File: config.mk
export PLATFORM = sky130hd
export DESIGN_NAME = alu_slice_sequencer
export DESIGN_NICKNAME = d
export VERILOG_FILES = /design/src/rtl/alu_slice_sequencer.sv
export SDC_FILE = /design/constraint.sdc
export NUM_CORES = 1
export LEC_CHECK = 0
export ABC_AREA = 1
export BUFFER_PORTS_ARGS = -buffer_cell sky130_fd_sc_hd__clkbuf_2
export CAP_MARGIN = 20
export CORE_MARGIN = 5
export CORE_UTILIZATION = 45
export DETAILED_ROUTE_END_ITERATION = 10
export MAX_ROUTING_LAYER = met4
export PLACE_DENSITY_LB_ADDON = 0.25
export SYNTH_ARGS = -nofsm -noshare
export SYNTH_HDL_FRONTEND = slang
export SYNTH_SLANG_ARGS = --single-unit
File: constraint.sdc
create_clock -name clk -period 1.7 [get_ports clk]
set_input_delay 0.34 -clock clk [delete_from_list [all_inputs] [get_ports clk]]
set_output_delay 0.34 -clock clk [all_outputs]
set_load 0.01 [all_outputs]
File: src/rtl/alu_slice_sequencer.sv
`default_nettype none
// ============================================================================
// Module   : alu_slice_sequencer
// Purpose  : Runs W = M*K bit ADD/SUB/CMP/ADC operations on an external M-bit
//            ALU slice, one slice per cycle with the LSB slice first. The carry
//            is chained between slices through a register. The Z/N/V/C flags
//            are accumulated over the whole word, and the committed result and
//            flags are held until the next operation completes.
// Ports    : clk, rst (sync, active-low)
//            start/op/a/b       - operation request from decode
//            busy/done          - status (done is a one-cycle commit pulse)
//            result/Z/N/V/C     - committed result and flags
//            alu_a/alu_b/alu_cin - slice operands driven to the ALU
//            alu_sum/alu_cout   - slice response from the ALU
// Revision : 1.0 - initial release
// ============================================================================
module alu_slice_sequencer #(
    parameter int M = 4,
    parameter int K = 4
) (
    input  logic             clk,
    input  logic             rst,
    input  logic             start,
    input  logic [1:0]       op,
    input  logic [M*K-1:0]   a,
    input  logic [M*K-1:0]   b,
    output logic             busy,
    output logic             done,
    output logic [M*K-1:0]   result,
    output logic             Z,
    output logic             N,
    output logic             V,
    output logic             C,
    output logic [M-1:0]     alu_a,
    output logic [M-1:0]     alu_b,
    output logic             alu_cin,
    input  logic [M-1:0]     alu_sum,
    input  logic             alu_cout
);

    localparam int W  = M * K;
    localparam int IW = (K > 1) ? $clog2(K) : 1;

    localparam logic [1:0] c_IDLE = 2'd0;
    localparam logic [1:0] c_RUN  = 2'd1;
    localparam logic [1:0] c_DONE = 2'd2;

    localparam logic [1:0] c_OP_ADD = 2'b00;
    localparam logic [1:0] c_OP_SUB = 2'b01;
    localparam logic [1:0] c_OP_CMP = 2'b10;
    localparam logic [1:0] c_OP_ADC = 2'b11;

    logic [1:0]    r_state;
    logic [IW-1:0] r_idx;
    logic [W-1:0]  r_a;
    logic [W-1:0]  r_b;        // holds b already inverted for SUB/CMP
    logic [1:0]    r_op;
    logic [W-1:0]  r_shadow;
    logic          r_zacc;
    logic          r_carry;    // carry-out of the previous slice

    logic          w_run;
    logic          w_last;
    logic          w_zacc_nxt;
    logic          w_ovf;
    logic [W-1:0]  w_shadow_nxt;
    logic [M-1:0]  w_a_sl [K];
    logic [M-1:0]  w_b_sl [K];

    assign w_run  = (r_state == c_RUN);
    assign w_last = (r_idx == IW'(K - 1));
    assign busy   = (r_state != c_IDLE);
    assign done   = (r_state == c_DONE);

    // Slice views of the operand registers, and the shadow register with the
    // current slice replaced by the ALU sum (what the shadow holds next cycle).
    for (genvar g = 0; g < K; g++) begin : g_slice
        assign w_a_sl[g] = r_a[g*M +: M];
        assign w_b_sl[g] = r_b[g*M +: M];
        assign w_shadow_nxt[g*M +: M] = (r_idx == IW'(g)) ? alu_sum : r_shadow[g*M +: M];
    end

    assign w_zacc_nxt = r_zacc & (alu_sum == '0);
    // Only meaningful on the last slice: the MSBs of the operands as fed to the
    // ALU agree but the sum's MSB differs from them.
    assign w_ovf      = (r_a[W-1] == r_b[W-1]) & (alu_sum[M-1] != r_a[W-1]);

    always_comb begin
        alu_a   = '0;
        alu_b   = '0;
        alu_cin = 1'b0;
        if (w_run) begin
            alu_a = w_a_sl[r_idx];
            alu_b = w_b_sl[r_idx];
            if (r_idx == '0) begin
                case (r_op)
                    c_OP_ADD: alu_cin = 1'b0;
                    c_OP_ADC: alu_cin = C;     // committed carry from the previous op
                    default:  alu_cin = 1'b1;  // +1 completes the two's complement of b
                endcase
            end else begin
                alu_cin = r_carry;
            end
        end
    end

    always_ff @(posedge clk) begin
        if (!rst) begin
            r_state  <= c_IDLE;
            r_idx    <= '0;
            r_a      <= '0;
            r_b      <= '0;
            r_op     <= c_OP_ADD;
            r_shadow <= '0;
            r_zacc   <= 1'b0;
            r_carry  <= 1'b0;
            result   <= '0;
            Z        <= 1'b0;
            N        <= 1'b0;
            V        <= 1'b0;
            C        <= 1'b0;
        end else begin
            case (r_state)
                c_IDLE: begin
                    if (start) begin
                        r_a     <= a;
                        r_b     <= ((op == c_OP_SUB) || (op == c_OP_CMP)) ? ~b : b;
                        r_op    <= op;
                        r_zacc  <= 1'b1;
                        r_idx   <= '0;
                        r_state <= c_RUN;
                    end
                end
                c_RUN: begin
                    r_shadow <= w_shadow_nxt;
                    r_zacc   <= w_zacc_nxt;
                    r_carry  <= alu_cout;
                    if (w_last) begin
                        // Commit on entry to DONE, using this cycle's final slice
                        // directly so the flags see the complete word.
                        if (r_op != c_OP_CMP) begin
                            result <= w_shadow_nxt;
                        end
                        Z       <= w_zacc_nxt;
                        N       <= w_shadow_nxt[W-1];
                        C       <= alu_cout;
                        V       <= w_ovf;
                        r_idx   <= '0;
                        r_state <= c_DONE;
                    end else begin
                        r_idx <= r_idx + 1'b1;
                    end
                end
                c_DONE: begin
                    r_state <= c_IDLE;
                end
                default: begin
                    r_state <= c_IDLE;
                end
            endcase
        end
    end

endmodule
`default_nettype wire

After elaboration in Yosys (flattened, before gate mapping)

Index checks and enable logic that the tools add are counted.

$lt $le $gt $ge: 1
Eq/ne operators: 13
$add $sub $neg: 1
Multiplexer cells: 24
Bitwise gates (word level): 4
Reduce and logical (&&, ||, !) cells: 12

Operators by type and width:

| cell                  | number |
|---|---|
| $mux W4               | 10 |
| $bmux W4 S2           | 2 |
| $mux W16              | 1 |
| $not A16 Y16          | 1 |
| $eq A2 B2 Y1 const B  | 5 |
| $mux W2               | 4 |
| $pmux W2 S2           | 2 |
| $reduce_and A2 Y1     | 4 |
| $eq A2 B1 Y1 const B  | 3 |
| $logic_not A2 Y1      | 3 |
| $logic_not A4 Y1      | 1 |
| $ne A2 B2 Y1 const B  | 2 |
| $pmux W1 S2           | 2 |
| $reduce_bool A2 Y1    | 2 |
| $ge A3 B3 Y1 const B  | 1 |
| $mux W1               | 3 |
| $not A2 Y3            | 1 |
| $reduce_and A3 Y1     | 1 |
| $add A2 B1 Y2 const B | 1 |
| $and A1 B1 Y1         | 2 |
| $ne A2 B1 Y1 const B  | 1 |
| $eq A1 B1 Y1          | 1 |
| $logic_or A1 B1 Y1    | 1 |
| $ne A1 B1 Y1          | 1 |

Output and inout bits: 31
Input bits: 42
Register bits after elaboration: 76
Logic and storage cells: 68

Logic depth before layout (Yosys ltp)

Gate-level depths: netlist of the first run.

Depth in word-level cells: 5
Depth in mapped cells: 9
Depth with buffers taken out: 7

Worst setup path after synthesis of the first run

OpenSTA, ideal clock, no wires.

Kind: reg-to-output
Start: register r_idx[1]
End: output alu_cin
Arrival time: 1.342 ns
Buffers on the path: 2
Stages on the path, launching flop included: 8
Path slack: 0.018 ns
Data required time: 1.360 ns
Cells stage by stage: dfxtp_1 > inv_1 > buf_2 > ha_1 > clkbuf_1 > inv_1 > nor2_1 > a21oi_1

Word-level cells in the longest chain between the ends: 3

Ends and longest elaborated chain:

| item                   | RTL line | source |
|---|---|---|
| from (decl)            | 54       | `logic [IW-1:0] r_idx;` |
| from (signal assigned) | 151      | `r_idx <= r_idx + 1'b1;` |
| $logic_not A2 Y1       | 95       | `if (r_idx == '0) begin` |
| $mux W1                | 95       |  |
| $mux W1                | 92       | `if (w_run) begin` |
| to (decl)              | 36       | `output logic alu_cin,` |

Every way passes these cells.

Final worst setup path of the first run

Start: register r_idx[0]
End: output alu_cin

Same word-level chain as after synthesis.

==> run_results.csv, run 1 <==
group,metric,value,unit
critical_path,critPathSlowestCell,"dfxtp_4",
sta,fmax,580,MHz
place,dpl_worst_slack,0.215,ns
detailed_routing,final_antenna_net_count,0,
floorplanning,die_area,9970,sq um
power_and_ir_drop,p_clk_share,34.2,%
clock_network,clock_latency,0.34,ns
logic_synthesis,synth.most_common_cell,"nand2_1",
floorplanning,rows,32,
cells_and_area,nNetsFinal,662,
sta,fin_crit_sh,101,%
place,portBuffers,72,
logic_synthesis,synth-seq-cells,76,
clock_network,h-tree-depth,3,
min_path,min_from,"alu_cout",
logic_synthesis,syn_inst,541,
floorplanning,io_pins,73,
detailed_routing,route.detailed.drc,0,
critical_path,crit_fanout,5,
logic_synthesis,yosys_warnings,0,
logic_synthesis,seq_area_frac_synth,41.9,%
logic_synthesis,synth_area_leaders,"dfxtp_1 42%, nand2_1 11%, nor2_1 8.7%",
status,violations,"negative setup slack",
logic_synthesis,yosys.area.top_type_share,41.9,%
sta,fin_skew,0.0112,ns
power_and_ir_drop,p_leak,2.17,nW
critical_path,cp_num_cells,5,
clock_network,cts_made_buffers,9,
critical_path,crit_arrival,1.38,ns
floorplanning,initial_core_util,46.5,%
global_routing,grt_max_degree,30,
floorplanning,core-area,7810,sq um
sta,post-route-min-period,1.72,ns
sta,slew_violations,0,
clock_network,clock-root-buffer,"clkbuf_8",
floorplanning,fp.dieW,99.8,microns
sta,whs,0.230,ns
critical_path,worstSetupStartpointType,"flip-flop",
place,gp_congestion,0.801,
clock_network,cts_tree,"yes",
logic_synthesis,postSynthAreaPerCell,6.71,sq um
global_routing,grt_pass1_wl,14400,microns
detailed_routing,wirelength,8410,microns
cells_and_area,drive_above_1_share,23.3,%
floorplanning,dieHeight,99.8,microns
clock_network,hold_buffers,0,
sta,report.final.hold_viol_count,0,
detailed_routing,first_pass_iters,4,
sta,rsz0062_at_grt,"yes",
place,hpwlAfterDp,6230,microns
sta,worst_slack,-0.0245,ns
power_and_ir_drop,p_int,2.87,mW
cells_and_area,fin_area,4440,sq um
critical_path,rr_startpoint,"r_idx[0]$_SDFFE_PN0P_",
sta,setup_violations,3,
critical_path,required,1.36,ns
flow_run,drv_cap,0,
global_routing,antenna_found_initial,0,
detailed_routing,drt-vias-per-instance,4.82,
logic_synthesis,yosys.area.top_type,"dfxtp_1",
min_path,hold_path_depth,3,
global_routing,grtUsageTotal,18.1,%
status,status,"finished with violations",
detailed_routing,routed_wire_length_per_instance,11.6,microns
power_and_ir_drop,p_switching,1.10,mW
critical_path,crit_family,"flip-flops",
cells_and_area,syn2layout_area_growth,22.1,%
power_and_ir_drop,p_seq_share,48.9,%
critical_path,rr_worst_depth,8,
place,placed_cell_area,4080,sq um
clock_network,clkTransAtPathRegs,0.08,ns
power_and_ir_drop,ir_drop,518,uV
critical_path,max_stage_delay,0.41,ns
clock_network,clock-sinks,76,
power_and_ir_drop,power.density,896,nW/um^2
detailed_routing,drt-initial-drc-count,104,
critical_path,critical_path_buf_inv_count,2,
min_path,hold_class,"in -> reg",
global_routing,grt_pass1_vias,3261,
logic_synthesis,synth_common_cells,"109 x nand2_1, 84 x nor2_1, 76 x dfxtp_1, 64 x inv_1, 61 x nand3_1",
critical_path,path_class,"reg -> out",
logic_synthesis,ys_types,22,
logic_synthesis,synth_edf_count,0,
critical_path,critPathLaunch,"r_idx[0]$_SDFFE_PN0P_",
cells_and_area,num_antenna_cells,0,
detailed_routing,vias,3488,
power_and_ir_drop,comb_power_share,16.9,%
clock_network,clk_path_buf_depth,2,
logic_synthesis,async_flop_share,0,%
critical_path,cp-end-kind,"primary output",
global_routing,overflow,0,
sta,worstMarginPinSlew,0.507,ns
logic_synthesis,syn_area,3630,sq um
sta,slew_headroom,66.1,%
critical_path,crit_chain,"inv_4 > ha_2 > o21ai_0 > a21oi_2 > buf_2",
logic_synthesis,syn-num-nets,587,
logic_synthesis,ys.flop_type,"dfxtp_1",
power_and_ir_drop,p_sw_share,27.8,%
power_and_ir_drop,power,3.97,mW
[power groups by stage]
stage | registers [mW] | logic (mW) | clock network, mW
finish | 1.94 | 0.672 | 1.36
global route | 1.96 | 0.772 | 1.49
CTS | 1.94 | 0.651 | 1.40
detailed placement | 1.98 | 0.612 | 0
global placement | 1.97 | 0.595 | 0
floorplan | 1.97 | 0.433 | 0
[worst register-to-register path, stage by stage, from the launching register on]
cell and delay [ns]:
dfxtp_4 0.41, buf_4 0.13, ha_1 0.21, nand3_4 0.10
nor2_4 0.09, buf_4 0.24, nand2_1 0.09, nand2_1 0.07
nor2_1 0.04
[placed cells by master (no fill, tap or decap), drive strengths merged]
cell	synthesis	final
o21a	1	1
clkbuf	6	74
ha	4	4
clkinvlp	0	1
nand4	1	1
nor2	86	86
dfxtp	76	76
bufinv	0	1
buf	23	29
clkinv	1	4
o211ai	5	5
a21oi	39	39
nand3	63	63
o21ai	60	60
inv	67	68
nand2	109	109
[final timing paths]
| path | endpoint | slack, ns |
|---|---|---|
| worst max-delay path | alu_cin | -0.02 |
| worst min register to register | result[10]$_SDFFE_PN0P_ | 0.48 |
| worst min-delay path | C$_SDFFE_PN0P_ | 0.23 |
| worst max register to register | result[2]$_SDFFE_PN0P_ | 0.24 |
[layout make-up]
| class | count | area, sq um |
|---|---|---|
| multi-input cells | 368 | 1760 |
| well taps | 102 | 128 |
| clock buffers | 10 | 138 |
| clock inverters | 6 | 61.3 |
| inverters | 68 | 260 |
| fillers | 786 | 3370 |
| repair buffers | 93 | 563 |
| flip-flops and latches | 76 | 1530 |
[routing by layer]
metal	track usage, %	share of wire (%)	up-vias
met5	-	0	-
met1	22.6	46	1527
li1	-	-	1876
met4	3.26	0.61	0
met2	29.8	48	78
met3	4.66	6.0	7
[through the flow]
| stage | std cells | utilization, % | setup TNS (ns) |
|---|---|---|---|
| 2_1_floorplan | 541 | - | 0 |
| 3_3_place_gp | 705 | 52.3 | 0 |
| 4_1_cts | 722 | 56.1 | -0.0638 |
| 6_report | 723 | 56.8 | -0.0340 |
| 5_1_grt | 723 | 56.8 | -0.707 |
| 3_5_place_dp | 705 | 52.3 | 0 |
[timing repair]
action,in CTS,in global routing
endpoints found under the setup margin,9,9
gates cloned,0,1
gates resized for setup,32,19
buffers inserted,1,0
pin swaps,3,7
[cell families (layout without fill, tap and decap cells)]
kind of cell               Yosys count  after routing  synth area share (%)
and+or+nand+nor                    259            259                  29.9
adders and majority gates            4              4                  1.38
buffers and inverters               97            177                  12.0
AOI/OAI and AO/OA                  105            105                  14.9
DFF                                 76             76                  41.9
[flip-flops by register name, indices dropped and copies added, names as in the netlist]
register,flops
C,1
N,1
V,1
Z,1
r_a,16
r_b,16
r_carry,1
r_idx,2
r_op,2
r_shadow,16
r_state,2
r_zacc,1
result,16
Note: power is estimated with default switching activity, not from simulation.
==> run 2, diff against run 1 <==
--- a/config.mk
+++ b/config.mk
@@ -14,4 +14,5 @@
 export MAX_ROUTING_LAYER = met4
 export PLACE_DENSITY_LB_ADDON = 0.25
+export SETUP_SLACK_MARGIN = 0.4
 export SYNTH_ARGS = -nofsm -noshare
 export SYNTH_HDL_FRONTEND = slang
==> constraint.sdc (replaced) <==
create_clock -name clk -period 1.7 [get_ports clk]
set_input_delay 0.34 -clock clk [delete_from_list [all_inputs] [get_ports clk]]
set_output_delay 0.34 -clock clk [all_outputs]
set_load 0.005 [all_outputs]
==> run 2 against run 1 <==
Compared with the run above:
- the run still ends with negative setup slack left
- highest routed layer unchanged
- count of clock-buffer cells in the layout rose by 3
- largest cell class unchanged
- maximum frequency increased by 0.76%
- die area unchanged
- routed wire length increased by 1.5%
- clock power increased by 6%
- register-to-register slack worse by 0.07 ns
- critical endpoint unchanged
==> run_results.csv, run 2 (synthesized netlist as in run 1, its figures left out) <==
group,metric,value,unit
status,status,"finished with violations",
status,violations,"negative setup slack",
floorplanning,initial_core_util,46.5,%
detailed_routing,wirelength,8540,microns
detailed_routing,drt-vias-per-instance,4.91,
global_routing,antenna_found_initial,0,
global_routing,grt_pass1_vias,3273,
floorplanning,die_area,9970,sq um
sta,worstMarginPinSlew,0.510,ns
critical_path,worstSetupStartpointType,"flip-flop",
cells_and_area,nNetsFinal,656,
flow_run,drv_cap,0,
clock_network,clk_path_buf_depth,2,
power_and_ir_drop,ir_drop,548,uV
sta,slew_headroom,65.9,%
critical_path,critPathLaunch,"r_idx[0]$_SDFFE_PN0P_",
clock_network,clkTransAtPathRegs,0.07,ns
critical_path,rr_startpoint,"r_idx[1]$_SDFFE_PN0P_",
place,dpl_worst_slack,0.143,ns
global_routing,grt_max_degree,59,
cells_and_area,final_cell_mix,"109 x nand2_1, 81 x nor2_1, 72 x dfxtp_1, 65 x clkbuf_2, 61 x nand3_1",
cells_and_area,num_antenna_cells,0,
sta,setup_violations,1,
floorplanning,rows,32,
detailed_routing,vias,3520,
cells_and_area,drive_above_1_share,21.1,%
place,gp_congestion,0.806,
sta,fmax,584,MHz
cells_and_area,syn2layout_area_growth,21.5,%
power_and_ir_drop,p_leak,2.14,nW
sta,fin_skew,0.00947,ns
global_routing,grt_pass1_wl,14500,microns
floorplanning,fp.dieW,99.8,microns
detailed_routing,routed_wire_length_per_instance,11.9,microns
critical_path,path_class,"reg -> out",
clock_network,h-tree-depth,3,
sta,fin_crit_sh,101,%
clock_network,cts_tree,"yes",
clock_network,clock-sinks,76,
clock_network,cts_made_buffers,9,
clock_network,clock-root-buffer,"clkbuf_8",
critical_path,required,1.36,ns
floorplanning,dieHeight,99.8,microns
sta,worst_slack,-0.0115,ns
floorplanning,core-area,7810,sq um
global_routing,overflow,0,
clock_network,clock_latency,0.34,ns
floorplanning,io_pins,73,
clock_network,hold_buffers,0,
sta,rsz0062_at_grt,"yes",
power_and_ir_drop,power,4.02,mW
power_and_ir_drop,power.density,912,nW/um^2
critical_path,crit_arrival,1.37,ns
sta,post-route-min-period,1.71,ns
sta,report.final.hold_viol_count,0,
min_path,min_from,"alu_cout",
cells_and_area,final_common_cell,"nand2_1",
detailed_routing,first_pass_iters,4,
detailed_routing,final_antenna_net_count,0,
detailed_routing,drt-initial-drc-count,169,
sta,slew_violations,0,
place,hpwlAfterDp,6110,microns
place,portBuffers,72,
critical_path,cp-end-kind,"primary output",
detailed_routing,route.detailed.drc,0,
global_routing,grtUsageTotal,18.4,%
critical_path,crit_fanout,14,
min_path,hold_class,"in -> reg",
-- run 2: path summary, 6_finish.rpt --
path / endpoint / slack, ns / depth (start not counted)
max: alu_cin / -0.01 / 6
min: C$_SDFFE_PN0P_ / 0.23 / 3
max reg2reg: result[7]$_SDFFE_PN0P_ / 0.17 / 8
min reg2reg: r_shadow[12]$_SDFFE_PN0N_ / 0.48 / 2
-- run 2: cell type report --
| cell class | instances | area (sq um) |
|---|---|---|
| clock buffers | 13 | 170 |
| clock inverters | 3 | 41.3 |
| fillers | 778 | 3390 |
| inverters | 68 | 273 |
| multi-input cells | 368 | 1740 |
| flip-flops and latches | 76 | 1530 |
| well taps | 102 | 128 |
| repair buffers | 87 | 526 |
-- run 2: through the flow --
stage               util, %  hold slack (ns)  instances  area [sq um]  setup TNS (ns)
floorplan                 -            0.443        541          3680               0
global placement       52.0            0.458        694          4060               0
detailed placement     52.0            0.466        694          4060               0
CTS                    55.7            0.214        714          4350          -0.132
global route           56.5            0.231        717          4410          -0.586
finish                 56.5            0.235        717          4410         -0.0115
-- run 2: metal layers --
layer	GRT usage [%]	up-vias	wire length, microns
li1	-	1864	-
met5	-	-	0
met4	4.73	0	86
met2	29.7	91	4050
met1	22.8	1555	3900
met3	5.00	10	502
-- run 2: timing repair --
item                       4_1_cts  5_1_grt
resized for setup               24       23
pin swaps                        7        7
setup endpoints to repair       53       70
setup buffers                    4        3
-- run 2: critical path, cell delays in order, from the launching register on --
cell and delay, ns:
dfxtp_4 0.42, inv_6 0.08, ha_4 0.17, inv_2 0.04
nor2_1 0.04, a21oi_2 0.15, buf_2 0.13
-- run 2: power by group --
| part | total, mW | switching (mW) | internal [mW] |
|---|---|---|---|
| logic | 0.644 | 0.394 | 0.250 |
| clock network | 1.44 | 0.627 | 0.808 |
| registers | 1.95 | 0.0587 | 1.89 |
